$ cat src/rtl/time_counter_if.sv
// Bundle between the clock-mode state machine, the time counter and the display driver.
// The controller side uses the master modport and the counter uses the slave modport.
interface time_counter_if;
   logic       tick_1hz;
   logic       blink_tick;
   logic       sec_reset;
   logic       min_inc;
   logic       hour_inc;
   logic       sec_onoff;
   logic       min_onoff;
   logic       hour_onoff;
   logic [7:0] sec_bcd;
   logic [7:0] min_bcd;
   logic [7:0] hour_bcd;
   logic       sec_blank;
   logic       min_blank;
   logic       hour_blank;
   logic       day_carry;

   modport master (
      output tick_1hz, blink_tick, sec_reset, min_inc, hour_inc,
      output sec_onoff, min_onoff, hour_onoff,
      input  sec_bcd, min_bcd, hour_bcd,
      input  sec_blank, min_blank, hour_blank, day_carry
   );

   modport slave (
      input  tick_1hz, blink_tick, sec_reset, min_inc, hour_inc,
      input  sec_onoff, min_onoff, hour_onoff,
      output sec_bcd, min_bcd, hour_bcd,
      output sec_blank, min_blank, hour_blank, day_carry
   );
endinterface

$ cat src/rtl/time_counter.sv
// Packed-BCD seconds/minutes/hours counter with set-mode adjustments and blink blanking.
// Every output comes straight from a flop.
module time_counter #(
   parameter int HOUR_MOD = 24
) (
   input  logic          ck_i,
   input  logic          sysreset_i,
   time_counter_if.slave tc_bus
);

   generate
      if (HOUR_MOD != 24 && HOUR_MOD != 12) begin : g_bad_hour_mod
         $error("time_counter: HOUR_MOD must be 24 or 12");
      end
   endgenerate

   localparam logic [7:0] HOUR_MAX = (HOUR_MOD == 12) ? 8'h11 : 8'h23;

   // Wraps to 00 at max_v; otherwise a BCD +1 with units carry into tens.
   function automatic logic [7:0] bcd_inc(input logic [7:0] v, input logic [7:0] max_v);
      logic [7:0] r;
      if (v == max_v) begin
         r = 8'h00;
      end else if (v[3:0] == 4'd9) begin
         r = {v[7:4] + 4'd1, 4'd0};
      end else begin
         r = {v[7:4], v[3:0] + 4'd1};
      end
      return r;
   endfunction

   logic [7:0] sec_q,  sec_d;
   logic [7:0] min_q,  min_d;
   logic [7:0] hour_q, hour_d;
   logic       carry_q, carry_d;
   logic       phase_q, phase_d;
   logic [2:0] blank_q, blank_d;

   logic adj_w;
   logic tick_w;
   logic sec_wrap_w;
   logic min_wrap_w;
   logic hour_wrap_w;
   logic any_sel_w;

   always_comb begin
      adj_w       = tc_bus.sec_reset | tc_bus.min_inc | tc_bus.hour_inc;
      // A tick coinciding with any adjustment is dropped, not deferred.
      tick_w      = tc_bus.tick_1hz & ~adj_w;
      sec_wrap_w  = tick_w & (sec_q == 8'h59);
      min_wrap_w  = sec_wrap_w & (min_q == 8'h59);
      hour_wrap_w = min_wrap_w & (hour_q == HOUR_MAX);

      sec_d = sec_q;
      if (tc_bus.sec_reset) begin
         sec_d = 8'h00;
      end else if (tick_w) begin
         sec_d = bcd_inc(sec_q, 8'h59);
      end

      min_d = min_q;
      if (tc_bus.min_inc || min_wrap_w || sec_wrap_w) begin
         min_d = bcd_inc(min_q, 8'h59);
      end

      hour_d = hour_q;
      if (tc_bus.hour_inc || min_wrap_w) begin
         hour_d = bcd_inc(hour_q, HOUR_MAX);
      end

      carry_d = hour_wrap_w;

      any_sel_w = tc_bus.sec_onoff | tc_bus.min_onoff | tc_bus.hour_onoff;
      phase_d   = phase_q;
      if (!any_sel_w) begin
         phase_d = 1'b0;
      end else if (tc_bus.blink_tick) begin
         phase_d = ~phase_q;
      end

      blank_d = {tc_bus.hour_onoff, tc_bus.min_onoff, tc_bus.sec_onoff} & {3{phase_q}};
   end

   always_ff @(posedge ck_i) begin
      if (sysreset_i) begin
         sec_q   <= 8'h00;
         min_q   <= 8'h00;
         hour_q  <= 8'h00;
         carry_q <= 1'b0;
         phase_q <= 1'b0;
         blank_q <= 3'b000;
      end else begin
         sec_q   <= sec_d;
         min_q   <= min_d;
         hour_q  <= hour_d;
         carry_q <= carry_d;
         phase_q <= phase_d;
         blank_q <= blank_d;
      end
   end

   assign tc_bus.sec_bcd    = sec_q;
   assign tc_bus.min_bcd    = min_q;
   assign tc_bus.hour_bcd   = hour_q;
   assign tc_bus.day_carry  = carry_q;
   assign tc_bus.sec_blank  = blank_q[0];
   assign tc_bus.min_blank  = blank_q[1];
   assign tc_bus.hour_blank = blank_q[2];

endmodule

$ cat src/flat_wrapper.sv
// flat-port wrapper written by rule: the top's interface ports become plain ports
module time_counter_flat 
#(
   parameter int HOUR_MOD = 24
)
  (ck_i, sysreset_i, tc_bus_tick_1hz, tc_bus_blink_tick, tc_bus_sec_reset, tc_bus_min_inc, tc_bus_hour_inc, tc_bus_sec_onoff, tc_bus_min_onoff, tc_bus_hour_onoff, tc_bus_sec_bcd, tc_bus_min_bcd, tc_bus_hour_bcd, tc_bus_sec_blank, tc_bus_min_blank, tc_bus_hour_blank, tc_bus_day_carry);
  time_counter_if tc_bus_i ();
  input  logic ck_i;
  input  logic sysreset_i;
  input wire logic [$bits(tc_bus_i.tick_1hz)-1:0] tc_bus_tick_1hz;
  input wire logic [$bits(tc_bus_i.blink_tick)-1:0] tc_bus_blink_tick;
  input wire logic [$bits(tc_bus_i.sec_reset)-1:0] tc_bus_sec_reset;
  input wire logic [$bits(tc_bus_i.min_inc)-1:0] tc_bus_min_inc;
  input wire logic [$bits(tc_bus_i.hour_inc)-1:0] tc_bus_hour_inc;
  input wire logic [$bits(tc_bus_i.sec_onoff)-1:0] tc_bus_sec_onoff;
  input wire logic [$bits(tc_bus_i.min_onoff)-1:0] tc_bus_min_onoff;
  input wire logic [$bits(tc_bus_i.hour_onoff)-1:0] tc_bus_hour_onoff;
  output wire logic [$bits(tc_bus_i.sec_bcd)-1:0] tc_bus_sec_bcd;
  output wire logic [$bits(tc_bus_i.min_bcd)-1:0] tc_bus_min_bcd;
  output wire logic [$bits(tc_bus_i.hour_bcd)-1:0] tc_bus_hour_bcd;
  output wire logic [$bits(tc_bus_i.sec_blank)-1:0] tc_bus_sec_blank;
  output wire logic [$bits(tc_bus_i.min_blank)-1:0] tc_bus_min_blank;
  output wire logic [$bits(tc_bus_i.hour_blank)-1:0] tc_bus_hour_blank;
  output wire logic [$bits(tc_bus_i.day_carry)-1:0] tc_bus_day_carry;
  assign tc_bus_i.tick_1hz = tc_bus_tick_1hz;
  assign tc_bus_i.blink_tick = tc_bus_blink_tick;
  assign tc_bus_i.sec_reset = tc_bus_sec_reset;
  assign tc_bus_i.min_inc = tc_bus_min_inc;
  assign tc_bus_i.hour_inc = tc_bus_hour_inc;
  assign tc_bus_i.sec_onoff = tc_bus_sec_onoff;
  assign tc_bus_i.min_onoff = tc_bus_min_onoff;
  assign tc_bus_i.hour_onoff = tc_bus_hour_onoff;
  assign tc_bus_sec_bcd = tc_bus_i.sec_bcd;
  assign tc_bus_min_bcd = tc_bus_i.min_bcd;
  assign tc_bus_hour_bcd = tc_bus_i.hour_bcd;
  assign tc_bus_sec_blank = tc_bus_i.sec_blank;
  assign tc_bus_min_blank = tc_bus_i.min_blank;
  assign tc_bus_hour_blank = tc_bus_i.hour_blank;
  assign tc_bus_day_carry = tc_bus_i.day_carry;
  time_counter #(.HOUR_MOD(HOUR_MOD)) u_core (.ck_i(ck_i), .sysreset_i(sysreset_i), .tc_bus(tc_bus_i));
endmodule
$ cat config.mk
export PLATFORM = sky130hd
export DESIGN_NAME = time_counter_flat
export DESIGN_NICKNAME = d
export VERILOG_FILES = /design/src/rtl/time_counter_if.sv /design/src/rtl/time_counter.sv /design/src/flat_wrapper.sv
export SDC_FILE = /design/constraint.sdc
export NUM_CORES = 1
export LEC_CHECK = 0
export CAP_MARGIN = 10
export CORE_MARGIN = 10
export CORE_UTILIZATION = 40
export CTS_CLUSTER_DIAMETER = 100
export DETAILED_ROUTE_END_ITERATION = 8
export PLACE_DENSITY_LB_ADDON = 0.05
export SLEW_MARGIN = 20
export SYNTH_ARGS = -nofsm -noshare
export SYNTH_HDL_FRONTEND = slang
export SYNTH_SLANG_ARGS = --single-unit
$ cat constraint.sdc
create_clock -name ck_i -period 2.1 [get_ports ck_i]
set_clock_uncertainty 0.15 [all_clocks]
set_input_delay 0.315 -clock ck_i [delete_from_list [all_inputs] [get_ports ck_i]]
set_output_delay 0.315 -clock ck_i [all_outputs]
set_load 0.02 [all_outputs]
==> run summary, run 1 <==
The initial utilization of the core area, before any placement, comes to 0.424. The achievable clock frequency came out at 0.504 GHz. Clock tree synthesis selected as its root buffer the cell sky130_fd_sc_hd__clkbuf_8.

The total power per unit cell area is a little over 500 nW/um2. The total cell area at the placement stage came out at between 2000 and 2500 um2. Setup repair after global routing left no endpoint under its margin. The total design power came out at roughly 1100 uW. At the pin with the least slew margin, the transition time is between 0.4 and 0.5 ns. The wire length of the first global-routing pass came out at between 6000 and 7000 um. The cell count after synthesis came out at approximately 180.

The average wire length per cell after detail routing came out at ~14 um. The overall die area is between 6000 and 7000 um2. The number of hold buffers added after cts came out at 0. The detailed-router iteration count before antenna repair came out at 4. Of all cell types, the one taking the most synthesized area is sky130_fd_sc_hd__dfxtp_1. The final-layout worst hold slack came out at between 0.3 and 0.4 ns.

IR analysis of the VDD net gives a maximum drop of 0.345 mV. The total count of hold-check failures in the final report was 0. Yosys attributes the largest share of cell area to sky130_fd_sc_hd__dfxtp_1 37%, sky130_fd_sc_hd__ha_1 9.5%, sky130_fd_sc_hd__nor3_1 3.8%, sky130_fd_sc_hd__a21oi_1 3.2%, sky130_fd_sc_hd__and3b_1 2.8%. The leakage component of the power came out at 0.000842 uW. The share of synthesized flip-flops with an asynchronous set or reset came out at 0. Clock tree synthesis found a total of 29 sinks. The share of synthesized cell area in and, or, nand and nor gates is 0.282.

The ratio of routed vias to standard cells is about 5.3. The number of storage elements in the synthesis netlist came out at 29. Measured in cells, the most critical reg-to-reg path has a length of 6. The internal reg-to-reg setup slack came out at between 0.1 and 0.15 ns. Averaged over all synthesized cells, the footprint is around 9 um2. The share of layout cells above drive strength 1 is 0.142.

The H-tree was split into 2 levels. The worst slew margin relative to its limit came out at 0.688. The number of max-slew violations in the final report came out at 0. The standard-cell row count is 22. The post-placement setup slack is -0.198 ns. The run finished with clean final reports. The top cell type's share of synthesized area is 0.366.

The worst setup path is launched from a flop. The portion of netlist area occupied by mux cells came out at 0.0260. The startpoint identified for the worst register-to-register timing path is u_core.tc_bus.sec_bcd[1]. For hold timing, the worst endpoint is u_core.tc_bus.sec_bcd[1]. The number of distinct standard cells referenced by the synthesized netlist is 48. The number of antenna repair diodes came out at 0. After synthesis, the most frequently instantiated cells are 29 x sky130_fd_sc_hd__dfxtp_1, 12 x sky130_fd_sc_hd__ha_1, 12 x sky130_fd_sc_hd__nor3_1. The DRC violation count after routing is 0.

The number of nets handed over by synthesis was slightly below 200. The synthesis-to-finish area growth came out at 38.6%. The worst path meets setup with 0.117 ns of slack.

The violation count after the first detailed-route iteration came out at 69. The worst path in the final design needs a cycle of 1.98 ns, including I/O delays and setup. The total number of nets in the final design is 253.

The kind of critical path is reg2reg. The classification of the worst-slack hold path is in2reg. After synthesis, the largest family of logic cells by area is simple AND/OR/NAND/NOR gates. The wire-length estimate of the detail-placed layout is approximately 3000 um. The maximum number of pins on one net before global-route repair is 18. Once detail routing completed, the nets flagged for antenna violations numbered 0.

The leftover overflow at the end of global routing came out at 0. In the synthesized netlist the dominant register cell turns out to be sky130_fd_sc_hd__dfxtp_1. The die is a little over 80 um tall. By instance count, the leading cell after synthesis is sky130_fd_sc_hd__dfxtp_1. The overall routing resource usage came out at 0.112.

The width of the die came out at 83.0 um. The number of flops mapped to enable cells by yosys is 0. Of the total synthesized cell area, the portion taken by XOR and XNOR cells is 0.0221. The tool flagged a number of max-cap violations equal to 0.

The number of failing setup endpoints in the final timing report came out at 0. The top-level port count is 38. The area of the placeable core came out at 3740 um2. The final design instance area without fill is around 2200 um2. The worst hold path begins at tc_bus_sec_reset. TritonCTS built the clock tree.

STA classifies the critical path endpoint as a flop. For this run, the register share of the synthesized area comes to 0.366. The final period utilization came out at 0.944.

The mapped netlist covers 1590 um2. Along the worst path, the maximum fanout reaches 6. The number of global-route vias before repair came to between 1000 and 1500.

The routability-driven placement congestion ratio is ~0.9. Clock latency on the worst-skew pair, taken at its later pin, is approximately 0.28 ns. For the final routed database, the setup TNS stands at 0 ns.

The total number of vias is about 1500. The endpoint identified for the worst register-to-register timing path is u_core.tc_bus.sec_bcd[5]. For this run, the number of Yosys warnings is 0. The maximum buffer depth of the clock tree is 2. For the worst setup path, the data arrival time is between 2 and 2.5 ns. The cell depth of the worst hold path came out at 3. The adder and majority gate portion of the synthesized area came out at 0.0946. Counting the buffers created by CTS gives 5.

The required time reported for the critical path endpoint is roughly 2.1 ns. The routed design has ~3900 um of wire. The fraction of the mapped netlist area in compound gates came out at 0.160. The number of antenna violations at the first check in global routing came out at 0.

During placement, the flow inserted port buffers numbering 37. The clock transition at the registers of the reported paths is 0.06 ns.
## placed cells by master (no fill, tap or decap), types with 2 or more instances in the layout
| cell type | netlist | routed |
|---|---|---|
| sky130_fd_sc_hd__nand3_1 | 8 | 8 |
| sky130_fd_sc_hd__a21oi_1 | 10 | 10 |
| sky130_fd_sc_hd__and2_1 | 4 | 4 |
| sky130_fd_sc_hd__clkdlybuf4s50_1 | 0 | 35 |
| sky130_fd_sc_hd__inv_1 | 10 | 10 |
| sky130_fd_sc_hd__nand3b_1 | 3 | 3 |
| sky130_fd_sc_hd__buf_4 | 0 | 18 |
| sky130_fd_sc_hd__or4_1 | 3 | 3 |
| sky130_fd_sc_hd__o32ai_1 | 3 | 3 |
| sky130_fd_sc_hd__nand2_1 | 9 | 9 |
| sky130_fd_sc_hd__mux2i_1 | 3 | 3 |
| sky130_fd_sc_hd__and3_1 | 2 | 2 |
| sky130_fd_sc_hd__dfxtp_1 | 29 | 28 |
| sky130_fd_sc_hd__nor2_1 | 8 | 8 |
| sky130_fd_sc_hd__nor4_1 | 2 | 2 |
| sky130_fd_sc_hd__and3b_1 | 5 | 5 |
| sky130_fd_sc_hd__xnor2_1 | 3 | 3 |
| sky130_fd_sc_hd__clkbuf_1 | 5 | 3 |
| sky130_fd_sc_hd__or3_1 | 4 | 4 |
| sky130_fd_sc_hd__ha_1 | 12 | 12 |
| sky130_fd_sc_hd__nor2b_1 | 3 | 3 |
| sky130_fd_sc_hd__a31oi_1 | 4 | 4 |
| sky130_fd_sc_hd__dlymetal6s2s_1 | 0 | 2 |
| sky130_fd_sc_hd__nor3_1 | 12 | 12 |
| sky130_fd_sc_hd__o21ai_0 | 6 | 6 |
| sky130_fd_sc_hd__clkbuf_8 | 0 | 5 |
| sky130_fd_sc_hd__a211oi_1 | 2 | 2 |
| sky130_fd_sc_hd__nand2b_1 | 2 | 2 |
## state kept, by name (all words and copies together) (netlist names)
signal                   cells
u_core.tc_bus.hour_bcd       8
u_core.blank_q               3
u_core.tc_bus.min_bcd        8
u_core.tc_bus.day_carry      1
u_core.phase_q               1
u_core.tc_bus.sec_bcd        8
## area by class of cell
cell class | instances | area, um2
Multi-Input combinational cell | 130 | 928
Clock buffer | 8 | 80.1
Timing Repair Buffer | 55 | 510
Tap cell | 48 | 60.1
Inverter | 10 | 37.5
Fill cell | 348 | 1550
Sequential cell | 29 | 582
## critical path, stage by stage, from the launching register on
cell	delay, ns
sky130_fd_sc_hd__dfxtp_2	0.36
sky130_fd_sc_hd__inv_1	0.05
sky130_fd_sc_hd__ha_1	0.18
sky130_fd_sc_hd__and3b_1	0.23
sky130_fd_sc_hd__and3_2	0.24
sky130_fd_sc_hd__or3_2	0.46
sky130_fd_sc_hd__a211oi_1	0.21
## power breakdown
| group | internal, uW | total (uW) | switching (uW) |
|---|---|---|---|
| Clock | 235 | 427 | 192 |
| Combinational | 63.0 | 121 | 57.7 |
| Sequential | 560 | 569 | 9.23 |
## cells by family after synthesis
group / Yosys count
fa+ha+maj: 12
simple gates: 74
compound gates: 36
flops: 29
buf+inv: 18
xor+xnor: 4
mux: 4
## layer usage
metal | share of wire | wire length (um) | global-route usage | up-vias
met5 | 0 | 0 | 0 | -
met4 | 0.0080 | 31 | 0.0400 | 0
met3 | 0.078 | 301 | 0.0557 | 5
met2 | 0.46 | 1770 | 0.179 | 34
met1 | 0.45 | 1750 | 0.124 | 692
li1 | - | - | - | 754
## through the flow
step,utilization,instances
2_1_floorplan,-,177
3_3_place_gp,0.565,272
3_5_place_dp,0.565,272
4_1_cts,0.586,280
5_1_grt,0.587,280
6_report,0.587,280
## worst max-delay path by stage
stage / from / end
floorplan: u_core.tc_bus.sec_bcd[5] / u_core.tc_bus.sec_bcd[5]
global placement: tc_bus_min_inc / u_core.tc_bus.hour_bcd[0]
detailed placement: tc_bus_min_inc / u_core.tc_bus.hour_bcd[0]
CTS: tc_bus_min_inc / u_core.tc_bus.hour_bcd[0]
global route: u_core.tc_bus.min_bcd[1] / u_core.tc_bus.hour_bcd[1]
finish: u_core.tc_bus.sec_bcd[1] / u_core.tc_bus.sec_bcd[5]
## timing repair
item / in CTS / in global routing
setup buffers: 0 / 0
setup endpoints to repair: 0 / 3
resized for setup: 0 / 2
(Power assumes the default switching activity.)
==> run 2, diff against run 1 <==
--- a/config.mk
+++ b/config.mk
@@ -10,6 +10,7 @@
 export CORE_UTILIZATION = 40
 export CTS_CLUSTER_DIAMETER = 100
 export DETAILED_ROUTE_END_ITERATION = 8
+export HOLD_SLACK_MARGIN = 0.08
 export PLACE_DENSITY_LB_ADDON = 0.05
 export SLEW_MARGIN = 20
 export SYNTH_ARGS = -nofsm -noshare
==> results of run 2 <==
No change in the layout: final DEF, timing and power equal those of run 1.
